File: src/rtl/icache_linefill_ctrl.sv
// icache_linefill_ctrl
// Gathers BEAT_NUM downstream data beats for one MSHR entry into a line
// buffer. It then issues a single full-line data RAM write to the way/index
// that the MSHR file reports, and retires the entry with a one-cycle
// linefill_done pulse. Only one line is in flight at a time.
//
// Optional build macro: ICACHE_LINEFILL_BEAT_CHECK_EN
//   When it is defined, the block checks the txnid and rxdat_last of every
//   beat and raises a sticky linefill_err on a mismatch. When it is not
//   defined, linefill_err is tied to 0 and rxdat_last is ignored.
module icache_linefill_ctrl #(
    parameter int MSHR_ENTRY_NUM         = 8,
    parameter int MSHR_ENTRY_INDEX_WIDTH = 3,
    parameter int ICACHE_INDEX_WIDTH     = 7,
    parameter int BEAT_WIDTH             = 256,
    parameter int BEAT_NUM               = 2
) (
    input  logic                              clk,
    input  logic                              rst_n,
    input  logic                              rxdat_vld,
    output logic                              rxdat_rdy,
    input  logic [MSHR_ENTRY_INDEX_WIDTH-1:0] rxdat_txnid,
    input  logic [BEAT_WIDTH-1:0]             rxdat_data,
    input  logic                              rxdat_last,
    output logic [MSHR_ENTRY_INDEX_WIDTH-1:0] lkp_entry_idx,
    input  logic                              lkp_way,
    input  logic [ICACHE_INDEX_WIDTH-1:0]     lkp_index,
    output logic                              dataram_wr_vld,
    input  logic                              dataram_wr_rdy,
    output logic                              dataram_wr_way,
    output logic [ICACHE_INDEX_WIDTH-1:0]     dataram_wr_index,
    output logic [BEAT_WIDTH*BEAT_NUM-1:0]    dataram_wr_data,
    output logic                              linefill_done,
    output logic [MSHR_ENTRY_INDEX_WIDTH-1:0] linefill_ack_index,
    output logic                              busy,
    output logic                              linefill_err
);

    localparam int CNT_W = $clog2(BEAT_NUM + 1);
    localparam logic [CNT_W-1:0] LAST_CNT = CNT_W'(BEAT_NUM - 1);

    typedef enum logic [1:0] {
        S_IDLE,
        S_COLLECT,
        S_WRITE,
        S_DONE
    } state_t;

    state_t                            state_q, state_d;
    logic [CNT_W-1:0]                  cnt_q, cnt_d;
    logic [MSHR_ENTRY_INDEX_WIDTH-1:0] txnid_q, txnid_d;
    logic                              way_q, way_d;
    logic [ICACHE_INDEX_WIDTH-1:0]     index_q, index_d;

    logic                              beat_acc;
    logic                              final_beat;
    logic [CNT_W-1:0]                  wr_slot;

    // Line buffer, one slot per beat; it holds no state that matters across resets
    logic [BEAT_WIDTH-1:0]             line_mem [BEAT_NUM];

    // Next-state, beat acceptance and handshake outputs
    always_comb begin
        state_d        = state_q;
        cnt_d          = cnt_q;
        txnid_d        = txnid_q;
        way_d          = way_q;
        index_d        = index_q;
        rxdat_rdy      = 1'b0;
        dataram_wr_vld = 1'b0;
        linefill_done  = 1'b0;
        lkp_entry_idx  = txnid_q;
        wr_slot        = cnt_q;
        beat_acc       = 1'b0;
        final_beat     = 1'b0;

        case (state_q)
            S_IDLE: begin
                rxdat_rdy     = 1'b1;
                // When the line has one beat, the lookup has to see the incoming txnid
                lkp_entry_idx = rxdat_txnid;
                wr_slot       = '0;
                if (rxdat_vld) begin
                    beat_acc = 1'b1;
                    txnid_d  = rxdat_txnid;
                    cnt_d    = CNT_W'(1);
                    if (BEAT_NUM == 1) begin
                        final_beat = 1'b1;
                        state_d    = S_WRITE;
                    end else begin
                        state_d    = S_COLLECT;
                    end
                end
            end
            S_COLLECT: begin
                rxdat_rdy = 1'b1;
                if (rxdat_vld) begin
                    beat_acc = 1'b1;
                    cnt_d    = cnt_q + CNT_W'(1);
                    if (cnt_q == LAST_CNT) begin
                        final_beat = 1'b1;
                        state_d    = S_WRITE;
                    end
                end
            end
            S_WRITE: begin
                dataram_wr_vld = 1'b1;
                if (dataram_wr_rdy) begin
                    state_d = S_DONE;
                end
            end
            S_DONE: begin
                linefill_done = 1'b1;
                cnt_d         = '0;
                state_d       = S_IDLE;
            end
            default: begin
                state_d = S_IDLE;
            end
        endcase

        // Capture the target location together with the final beat so it stays fixed while writing
        if (final_beat) begin
            way_d   = lkp_way;
            index_d = lkp_index;
        end
    end

    // Control state registers
    always_ff @(posedge clk or negedge rst_n) begin
        if (!rst_n) begin
            state_q <= S_IDLE;
            cnt_q   <= '0;
            txnid_q <= '0;
            way_q   <= 1'b0;
            index_q <= '0;
        end else begin
            state_q <= state_d;
            cnt_q   <= cnt_d;
            txnid_q <= txnid_d;
            way_q   <= way_d;
            index_q <= index_d;
        end
    end

    // Line buffer write: each accepted beat goes into the slot the counter selects
    always_ff @(posedge clk) begin
        for (int i = 0; i < BEAT_NUM; i++) begin
            if (beat_acc && (wr_slot == CNT_W'(i))) begin
                line_mem[i] <= rxdat_data;
            end
        end
    end

    // Pack the slots into the write bus; it reads zero when no write is pending
    for (genvar gi = 0; gi < BEAT_NUM; gi++) begin : g_pack
        assign dataram_wr_data[gi*BEAT_WIDTH +: BEAT_WIDTH] =
            dataram_wr_vld ? line_mem[gi] : '0;
    end

    assign dataram_wr_way     = way_q;
    assign dataram_wr_index   = index_q;
    assign linefill_ack_index = linefill_done ? txnid_q : '0;
    assign busy               = (state_q != S_IDLE);

`ifdef ICACHE_LINEFILL_BEAT_CHECK_EN
    logic err_q, err_d;

    // Beat protocol check: each later beat must repeat the captured txnid, and last must mark the final slot
    always_comb begin
        err_d = err_q;
        if (beat_acc) begin
            if ((state_q == S_COLLECT) && (rxdat_txnid != txnid_q)) begin
                err_d = 1'b1;
            end
            if (rxdat_last != (wr_slot == LAST_CNT)) begin
                err_d = 1'b1;
            end
        end
    end

    // Sticky error flag; only reset clears it
    always_ff @(posedge clk or negedge rst_n) begin
        if (!rst_n) begin
            err_q <= 1'b0;
        end else begin
            err_q <= err_d;
        end
    end

    assign linefill_err = err_q;
`else
    logic unused_last;
    assign unused_last  = rxdat_last;
    assign linefill_err = 1'b0;
`endif

endmodule

File: config.mk
export PLATFORM = sky130hd
export DESIGN_NAME = icache_linefill_ctrl
export DESIGN_NICKNAME = d
export VERILOG_FILES = /design/src/rtl/icache_linefill_ctrl.sv
export SDC_FILE = /design/constraint.sdc
export NUM_CORES = 1
export LEC_CHECK = 0
export CORE_AREA = 2 2 313 315
export DETAILED_ROUTE_END_ITERATION = 16
export DIE_AREA = 0 0 315 317
export PLACE_DENSITY = 0.42
export SLEW_MARGIN = 0
export SYNTH_ARGS = -nofsm -noshare
export SYNTH_HDL_FRONTEND = slang
export SYNTH_SLANG_ARGS = --single-unit
File: constraint.sdc
create_clock -name clk -period 50.5 [get_ports clk]
set_clock_uncertainty 0.1 [all_clocks]
set_input_delay 10.1 -clock clk [delete_from_list [all_inputs] [get_ports clk]]
set_output_delay 10.1 -clock clk [all_outputs]
set_load 0.01 [all_outputs]
==> flow_metrics.py, run 1 <==
metrics = {
    "placement": {
        "hpwl_um": 47080,
        "io_buffer_count": 800,
        "place_inst": 3176,
        "gp_congestion": 0.7659,
    },
    "timing": {
        "setup_viol": 0,
        "tightest_slew_ps": 1011,
        "holdWs_ps": 410.5,
        "final-max-slew-violation-count": 0,
        "max_freq_ghz": 0.04658,
        "period_needed_ps": 21470,
        "rsz0062_at_grt": "false",
        "hold_viol_final": 0,
        "period_share_pct": 42.52,
        "slew_headroom_pct": 32.57,
        "tns_ps": 0,
    },
    "layout": {
        "final_common_cell": "clkdlybuf4s50_1",
        "most-common-layout-cells": "clkdlybuf4s50_1, and2_1, edfxtp_1",
        "n_fill_cell": 9516,
        "final_layout_size_suffix_gt1_share_pct": 5.841,
        "multiInputGateArea_um2": 3623,
        "fin_util_pct": 32.31,
        "layout.nets": 2240,
        "final_cells": 3283,
        "seq_area_um2": 15750,
        "syn_to_final_growth_pct": 58.57,
    },
    "route": {
        "wl_per_cell_um": 19.78,
        "dr.pass1.iters": 4,
        "vias": 12220,
        "drt_wl_total_um": 64930,
        "antenna_left": 0,
        "drc": 0,
        "first_iter_violations": 648,
        "viasPerCell": 3.723,
    },
    "worst_setup_path": {
        "required_ps": 40300,
        "crit_top_cell": "clkdlybuf4s50_1",
        "r2r-end": "line_mem[0][10]$_DFFE_PP_",
        "worstPathCellList": "clkdlybuf4s50_1 > mux2_2 > clkdlybuf4s50_1",
        "worst-path-buf-inv": 2,
        "worst-path-max-fanout": 2,
        "r2r_start": "state_q[1]$_DFFE_PN0P_",
        "cp.arrival_ps": 11270,
        "rrSetupSlack_ps": 46230,
        "cp-end-kind": "output pin",
        "cpPeakStageDelay_ps": 480,
        "cpMaxStageDelayCell": "clkdlybuf4s50_1",
        "criticalPathCategory": "input pin to output pin",
        "worstRegToRegCells": 7,
        "critical_path.startpoint": "rxdat_txnid[2]",
        "start_kind": "input pin",
        "cp_top_family": "buffers and inverters",
    },
    "yosys": {
        "synthCells": 1146,
        "netlist_area_um2": 19620,
        "syn_avg_cell_area_um2": 17.12,
        "syn_nets": 1424,
        "yosysWarnings": 0,
        "synth-seq-area-share_pct": 80.30,
        "synth.distinct_cells": 22,
        "synth_seq_cells": 527,
    },
    "clock_network": {
        "cts_tree": "built",
        "htree_levels": 2,
        "postCtsHoldBufs": 0,
        "clk_pin_slew_ps": 60,
        "cts_setup_buffers": 0,
        "insertion_delay_ps": 630,
        "numCtsBuffers": 60,
        "cts_root_buffer": "clkbuf_16",
        "cts_sinks": 527,
        "ctsResizeCount": 0,
        "clk_path_buf_depth": 3,
    },
    "power_and_ir_drop": {
        "ir_drop_uv": 32.59,
        "power_density_nw_per_um2": 53.22,
        "power_leakage_nw": 10.48,
    },
    "global_routing": {
        "grt_use_total_pct": 12.25,
        "grt_pass1_vias": 12670,
        "gr-total-overflow": 0,
        "antenna_found_initial": 9,
        "grt_pass1_wl_um": 89070,
        "grt_max_degree": 117,
    },
    "hold_path": {
        "min_path_cells": 1,
        "hold_path.class": "flip-flop to flip-flop",
        "hold_path_end": "dataram_wr_index[5]$_DFFE_PN0P_",
        "hp-start": "dataram_wr_index[5]$_DFFE_PN0P_",
    },
    "floorplanning": {
        "row_count": 114,
        "core_um2": 96280,
        "start_util_pct": 20.37,
        "pin_count": 803,
        "die_area_um2": 99860,
        "dieWidth_um": 315,
        "die_y_um": 317,
    },
    "status": {
        "status": "finished, final reports clean",
    },
    "job": {
        "cap_violations": 0,
    },
}
==> synth_stat cells, drive strengths merged <==
| master | count | area [um^2] |
|---|---|---|
| ha | 6 | 75.07 |
| or2 | 1 | 6.260 |
| buf | 7 | 52.55 |
| mux2 | 16 | 183.9 |
| nor3 | 1 | 5.000 |
| inv | 6 | 22.52 |
| mux2i | 2 | 20.02 |
| conb | 1 | 3.750 |
| or2b | 1 | 7.510 |
| clkbuf | 51 | 191.4 |
| dfrtp | 15 | 375.4 |
| nor2 | 2 | 7.510 |
| o31ai | 1 | 7.510 |
| o21bai | 1 | 7.510 |
| o221ai | 1 | 15.01 |
| nand3 | 1 | 10.01 |
| and2 | 515 | 3222 |
| o21ai | 1 | 5.000 |
| edfxtp | 512 | 15370 |
| nand2 | 4 | 15.01 |
| o21a | 1 | 7.510 |
==> worst max-delay path by stage <==
stage | end | slack, ps | depth (start not counted)
floorplan | line_mem[0][256]$_DFFE_PP_ | 21860 | 2
global placement | lkp_entry_idx[0] | 29040 | 3
detailed placement | lkp_entry_idx[2] | 29030 | 3
CTS | lkp_entry_idx[2] | 29030 | 3
global route | lkp_entry_idx[2] | 28990 | 3
finish | lkp_entry_idx[2] | 29030 | 3
==> final cells by class <==
class	count	share of cell area, %
multi-input cells	555	11.65
diodes	4	0.03218
clock buffers	77	5.229
well taps	1276	5.133
repair buffers	812	26.03
clock inverters	26	1.211
flip-flops and latches	527	50.64
inverters	6	0.07241
==> logic make-up (layout without fill, tap and decap cells) <==
kind of cell    Yosys count  count (layout)  share of synthesized area, %
mux                      18              18                         1.040
simple gates            525             525                         16.69
fa+ha+maj                 6               6                        0.3827
buf+inv                  64             921                         1.359
compound gates            5               5                        0.2169
other cells               1               5                       0.01912
flops                   527             527                         80.30
==> per-layer routing <==
layer	global-route usage (%)	vias to the layer above	share of wire (%)
li1	-	5630	-
met1	12.86	6042	35
met5	0	-	0.042
met3	4.676	93	8.8
met2	22.29	452	53
met4	4.199	4	2.7
==> through the flow <==
stage | power (mW) | cell area (um^2) | setup slack [ps]
CTS | 1.696 | 31090 | 29030
global route | 1.744 | 31100 | 28990
detailed placement | 1.235 | 29090 | 29030
finish | 1.655 | 31100 | 29030
global placement | 1.232 | 29090 | 29040
floorplan | 0.8816 | 19620 | 21860
==> power breakdown <==
group | internal [mW] | switching, mW | total [mW]
clock | 0.275 | 0.173 | 0.448
sequential | 0.578 | 0.0175 | 0.596
combinational | 0.310 | 0.301 | 0.612
==> flip-flops by register name, indices dropped and copies added (netlist names) <==
register,count
dataram_wr_index,7
state_q,2
dataram_wr_way,1
line_mem,512
txnid_q,3
cnt_q,2
No activity file was read; power rests on OpenSTA's default activity.
==> inputs of run 2 (changes only) <==
--- a/config.mk
+++ b/config.mk
@@ -5,10 +5,10 @@
 export SDC_FILE = /design/constraint.sdc
 export NUM_CORES = 1
 export LEC_CHECK = 0
-export CORE_AREA = 2 2 313 315
+export CORE_AREA = 2 2 308 310
 export DETAILED_ROUTE_END_ITERATION = 16
-export DIE_AREA = 0 0 315 317
-export PLACE_DENSITY = 0.42
+export DIE_AREA = 0 0 310 312
+export PLACE_DENSITY = 0.43
 export SLEW_MARGIN = 0
 export SYNTH_ARGS = -nofsm -noshare
 export SYNTH_HDL_FRONTEND = slang
==> constraint.sdc (replaced) <==
create_clock -name clk -period 22.3 [get_ports clk]
set_clock_uncertainty 0.1 [all_clocks]
set_input_delay 4.46 -clock clk [delete_from_list [all_inputs] [get_ports clk]]
set_output_delay 4.46 -clock clk [all_outputs]
set_load 0.01 [all_outputs]
==> run 2 against run 1 <==
Routed wire length grew 3.1%. Combinational power increased by 130%. Cell count decreased by 0.40%. Worst hold slack worse by 6.6 ps. Highest routed layer unchanged. Die area down 3.1%. Power grew 130%. First-iteration DRC count decreased by 2.3%. Worst setup slack worse by 17000 ps. Critical path depth is the same. Clock-buffer cell count rose by 4. Via count up 0.63%.
==> flow_metrics.py, run 2 (synthesized netlist as in run 1, its figures left out) <==
metrics = {
    "layout": {
        "final_common_cell": "clkdlybuf4s50_1",
        "n_fill_cell": 9299,
        "syn_to_final_growth_pct": 59.06,
        "finalInstanceArea_um2": 31200,
        "layout.nets": 2245,
        "final_layout_size_suffix_gt1_share_pct": 6.110,
        "most-common-layout-cells": "clkdlybuf4s50_1, and2_1, edfxtp_1",
        "largest_register_ffs": 512,
        "top_register": "line_mem",
        "fin_util_pct": 33.53,
    },
    "route": {
        "vias": 12300,
        "drc": 0,
        "dr.pass1.iters": 5,
        "viasPerCell": 3.761,
        "first_iter_violations": 633,
        "antenna_left": 0,
        "wl_per_cell_um": 20.47,
        "drt_wl_total_um": 66930,
    },
    "clock_network": {
        "insertion_delay_ps": 600,
        "cts_root_buffer": "clkbuf_16",
        "htree_levels": 3,
        "clk_pin_slew_ps": 50,
        "ctsResizeCount": 0,
        "postCtsHoldBufs": 0,
        "cts_tree": "built",
        "cts_sinks": 527,
        "clk_path_buf_depth": 3,
        "numCtsBuffers": 67,
        "cts_setup_buffers": 0,
    },
    "floorplanning": {
        "row_count": 112,
        "core_um2": 93050,
        "dieWidth_um": 310,
        "start_util_pct": 21.08,
        "die_y_um": 312,
        "pin_count": 803,
        "die_area_um2": 96720,
    },
    "global_routing": {
        "antenna_found_initial": 8,
        "grt_use_total_pct": 13.32,
        "gr-total-overflow": 0,
        "grt_max_degree": 159,
        "grt_pass1_vias": 12840,
        "grt_pass1_wl_um": 92620,
    },
    "timing": {
        "final-max-slew-violation-count": 0,
        "rsz0062_at_grt": "false",
        "max_freq_ghz": 0.09767,
        "tns_ps": 0,
        "slew_headroom_pct": 6.837,
        "holdWs_ps": 403.9,
        "hold_viol_final": 0,
        "period_share_pct": 45.91,
        "tightest_slew_ps": 1397,
        "setup_viol": 0,
        "period_needed_ps": 10240,
    },
    "hold_path": {
        "hold_path.class": "flip-flop to flip-flop",
    },
    "placement": {
        "placed_cell_area_um2": 29080,
        "hpwl_um": 47770,
        "io_buffer_count": 800,
        "gp_congestion": 0.7548,
    },
    "status": {
        "status": "finished, final reports clean",
    },
    "worst_setup_path": {
        "cpPeakStageDelay_ps": 490,
        "worstPathCellList": "clkdlybuf4s50_1 > mux2_2 > clkdlybuf4s50_1",
        "criticalPathCategory": "input pin to output pin",
        "crit_top_cell": "clkdlybuf4s50_1",
        "worst-path-max-fanout": 2,
        "cpMaxStageDelayCell": "clkdlybuf4s50_1",
        "worst-path-buf-inv": 2,
        "cp_top_family": "buffers and inverters",
        "cp-end-kind": "output pin",
        "start_kind": "input pin",
        "cp.arrival_ps": 5680,
        "required_ps": 17740,
    },
    "power_and_ir_drop": {
        "power_leakage_nw": 10.53,
        "power_mw": 3.800,
        "power_density_nw_per_um2": 121.8,
        "ir_drop_uv": 75.28,
    },
    "job": {
        "cap_violations": 0,
    },
}
==> run 2: final timing paths <==
kind,from,to,slack [ps],depth (start not counted)
worst max-delay path,rxdat_txnid[0],lkp_entry_idx[0],12060,3
worst min-delay path,cnt_q[1]$_DFFE_PN0P_,cnt_q[1]$_DFFE_PN0P_,400,2
worst max register to register,state_q[1]$_DFFE_PN0P_,line_mem[0][133]$_DFFE_PP_,18730,6
worst min register to register,cnt_q[1]$_DFFE_PN0P_,cnt_q[1]$_DFFE_PN0P_,400,2
max in group asynchronous,rst_n,dataram_wr_index[5]$_DFFE_PN0P_,17710,2
min in group asynchronous,rst_n,txnid_q[0]$_DFFE_PN0P_,4100,2
==> run 2: through the flow <==
step	cells	setup WS (ps)
detailed placement	3152	12060
finish	3270	12060
global route	3270	12050
floorplan	1146	7208
CTS	3267	12050
global placement	3152	12050
==> run 2: where the power goes <==
group          switching [mW]  internal [mW]  total [mW]  leakage [nW]
clock                   0.416          0.638        1.05          1.03
combinational           0.691          0.703        1.39          4.63
sequential             0.0409           1.31        1.35          4.87
==> run 2: layout make-up <==
type                    count  area (um^2)  area share [%]
flip-flops and latches    527        15750           50.48
repair buffers            810         8108           25.99
multi-input cells         555         3630           11.63
clock buffers              81         1792           5.743
well taps                1254         1569           5.029
clock inverters            34        321.6           1.031
inverters                   6        22.52         0.07218
diodes                      3        7.507         0.02406
==> run 2: tightest hold or removal path: cells and delay by family (launching register included) <==
kind / cells / cell delay, ps
AND/OR/NAND/NOR: 1 / 60
flip-flops: 1 / 360
AO/OA/AOI/OAI: 1 / 60
==> run 2: per-layer routing <==
layer | GRT usage (%) | wire (um) | vias to the layer above | part of all wire, %
met2 | 24.19 | 35480 | 440 | 53
met4 | 4.754 | 1555 | 10 | 2.3
met5 | 0 | 64 | - | 0.096
met3 | 5.126 | 6010 | 96 | 9.0
li1 | - | - | 5663 | -
met1 | 13.83 | 23820 | 6089 | 36
==> inputs of run 3 (changes only) <==
==> constraint.sdc (replaced) <==
create_clock -name clk -period 10.12 [get_ports clk]
set_clock_uncertainty 0.1 [all_clocks]
set_input_delay 2.024 -clock clk [delete_from_list [all_inputs] [get_ports clk]]
set_output_delay 2.024 -clock clk [all_outputs]
set_load 0.01 [all_outputs]
==> run 3 against run 2 <==
The run now ends with slew limit left. Register-to-register slack lost 12000 ps. First-iteration DRC count shrank 1.7%. Power grew 120%. Sequential share of layout area grew 0.19 points. Clock power grew 110%. Worst hold slack lost 4.3 ps. Clock-buffer cell count grew 4. Combinational power grew 120%. Critical path type is now flip-flop to output pin.
==> flow_metrics.py, run 3 (synthesized netlist as in run 1, its figures left out) <==
metrics = {
    "timing": {
        "slew_headroom_pct": -6.999,
        "tns_ps": 0,
        "tightest_slew_ps": 1605,
        "final-max-slew-violation-count": 127,
        "period_share_pct": 60.49,
        "fin_ws_ps": 3998,
        "setup_viol": 0,
        "max_freq_ghz": 0.1634,
        "period_needed_ps": 6122,
        "rsz0062_at_grt": "false",
        "hold_viol_final": 0,
    },
    "global_routing": {
        "grt_pass1_vias": 12770,
        "antenna_found_initial": 6,
        "gr-total-overflow": 0,
        "grt_pass1_wl_um": 92350,
        "grt_use_total_pct": 13.28,
        "grt_max_degree": 278,
    },
    "worst_setup_path": {
        "cp-end-kind": "output pin",
        "worst-path-max-fanout": 278,
        "worstRegToRegCells": 7,
        "start_kind": "flip-flop",
        "cpPeakStageDelay_ps": 810,
        "worst-path-stages": 5,
        "required_ps": 8000,
        "criticalPathCategory": "flip-flop to output pin",
        "worst-path-buf-inv": 3,
        "cp_top_family": "buffers and inverters",
        "cpMaxStageDelayCell": "ha_4",
        "worstPathCellList": "inv_1 > ha_4 > buf_12 > and2_1 > clkdlybuf4s50_1",
        "cp.arrival_ps": 4000,
    },
    "layout": {
        "layout.nets": 2241,
        "top_register": "line_mem",
        "final_cells": 3263,
        "most-common-layout-cells": "clkdlybuf4s50_1, and2_1, edfxtp_1",
        "final_layout_size_suffix_gt1_share_pct": 5.589,
        "syn_to_final_growth_pct": 58.47,
        "largest_register_ffs": 512,
        "final_common_cell": "clkdlybuf4s50_1",
        "fin_util_pct": 33.41,
        "n_fill_cell": 9246,
    },
    "clock_network": {
        "insertion_delay_ps": 610,
        "cts_sinks": 527,
        "cts_tree": "built",
        "cts_setup_buffers": 0,
        "htree_levels": 3,
        "clk_pin_slew_ps": 60,
        "numCtsBuffers": 66,
        "cts_root_buffer": "clkbuf_16",
        "postCtsHoldBufs": 0,
        "ctsResizeCount": 0,
        "clk_path_buf_depth": 3,
    },
    "route": {
        "drc": 0,
        "viasPerCell": 3.754,
        "wl_per_cell_um": 20.36,
        "drt_wl_total_um": 66450,
        "first_iter_violations": 622,
        "vias": 12250,
        "dr.pass1.iters": 6,
        "antenna_left": 0,
    },
    "placement": {
        "place_ws_ps": 4595,
        "place_inst": 3149,
        "hpwl_um": 46970,
        "io_buffer_count": 800,
        "gp_congestion": 0.7922,
    },
    "power_and_ir_drop": {
        "power_density_nw_per_um2": 266.2,
        "power_leakage_nw": 10.46,
        "ir_drop_uv": 173.3,
    },
    "hold_path": {
        "hold_path.class": "flip-flop to flip-flop",
        "min_path_cells": 2,
    },
    "job": {
        "cap_violations": 0,
    },
    "floorplanning": {
        "pin_count": 803,
        "die_area_um2": 96720,
        "dieWidth_um": 310,
        "core_um2": 93050,
        "row_count": 112,
        "start_util_pct": 21.08,
        "die_y_um": 312,
    },
    "status": {
        "status": "complete, but fails checks",
        "violations": "slew limit",
    },
}
==> run 3: cell types whose count changed in the layout (fill, tap and decap cells not counted), sizes merged <==
cell	delta
clkinv	-5
clkbuf	+4
buf	-3
bufinv	-3
clkinvlp	-2
diode	+2
==> run 3: per-layer routing <==
layer  GRT usage (%)  vias to the layer above  wire length, um
met1           13.82                     6021            23900
met5               0                        -               43
met2           23.98                      462            34910
met4           4.776                        6             1928
li1                -                     5659                -
met3           5.181                      101             5660
==> run 3: final timing paths <==
path	end	startpoint	slack (ps)
worst min-delay path	cnt_q[1]$_DFFE_PN0P_	cnt_q[1]$_DFFE_PN0P_	400
min in group asynchronous	cnt_q[1]$_DFFE_PN0P_	rst_n	1800
worst min register to register	cnt_q[1]$_DFFE_PN0P_	cnt_q[1]$_DFFE_PN0P_	400
worst max-delay path	dataram_wr_data[380]	state_q[0]$_DFFE_PN0P_	4000
max in group asynchronous	dataram_wr_index[3]$_DFFE_PN0P_	rst_n	7590
worst max register to register	line_mem[0][214]$_DFFE_PP_	state_q[1]$_DFFE_PN0P_	6320
==> run 3: worst min-delay path: cells and delay by family (launching register included) <==
kind,cells,cell delay (ps)
flip-flops,1,350
AO/OA/AOI/OAI,1,60
AND/OR/NAND/NOR,1,50
==> run 3: power breakdown <==
group | total (mW) | switching (mW) | internal (mW)
clock network | 2.22 | 0.902 | 1.32
registers | 2.97 | 0.0881 | 2.89
logic | 3.08 | 1.52 | 1.56
total | 8.28 | 2.52 | 5.76
==> run 3: per-stage QoR <==
step | hold WS (ps) | cell area (um^2) | total power, mW
floorplan | 365.1 | 19630 | 4.343
global placement | 393.6 | 29080 | 6.187
detailed placement | 391.1 | 29080 | 6.191
CTS | 403.2 | 31070 | 8.480
global route | 425.2 | 31080 | 8.713
finish | 399.6 | 31080 | 8.276
==> run 3: area by class of cell <==
| class | instances | area (um^2) | share of cell area (%) |
|---|---|---|---|
| repair buffers | 807 | 8110 | 26.09 |
| clock buffers | 85 | 1787 | 5.748 |
| flip-flops and latches | 527 | 15750 | 50.67 |
| clock inverters | 24 | 202.7 | 0.6521 |
| multi-input cells | 555 | 3630 | 11.68 |
| well taps | 1254 | 1569 | 5.048 |
| inverters | 6 | 22.52 | 0.07245 |
| diodes | 5 | 12.51 | 0.04025 |
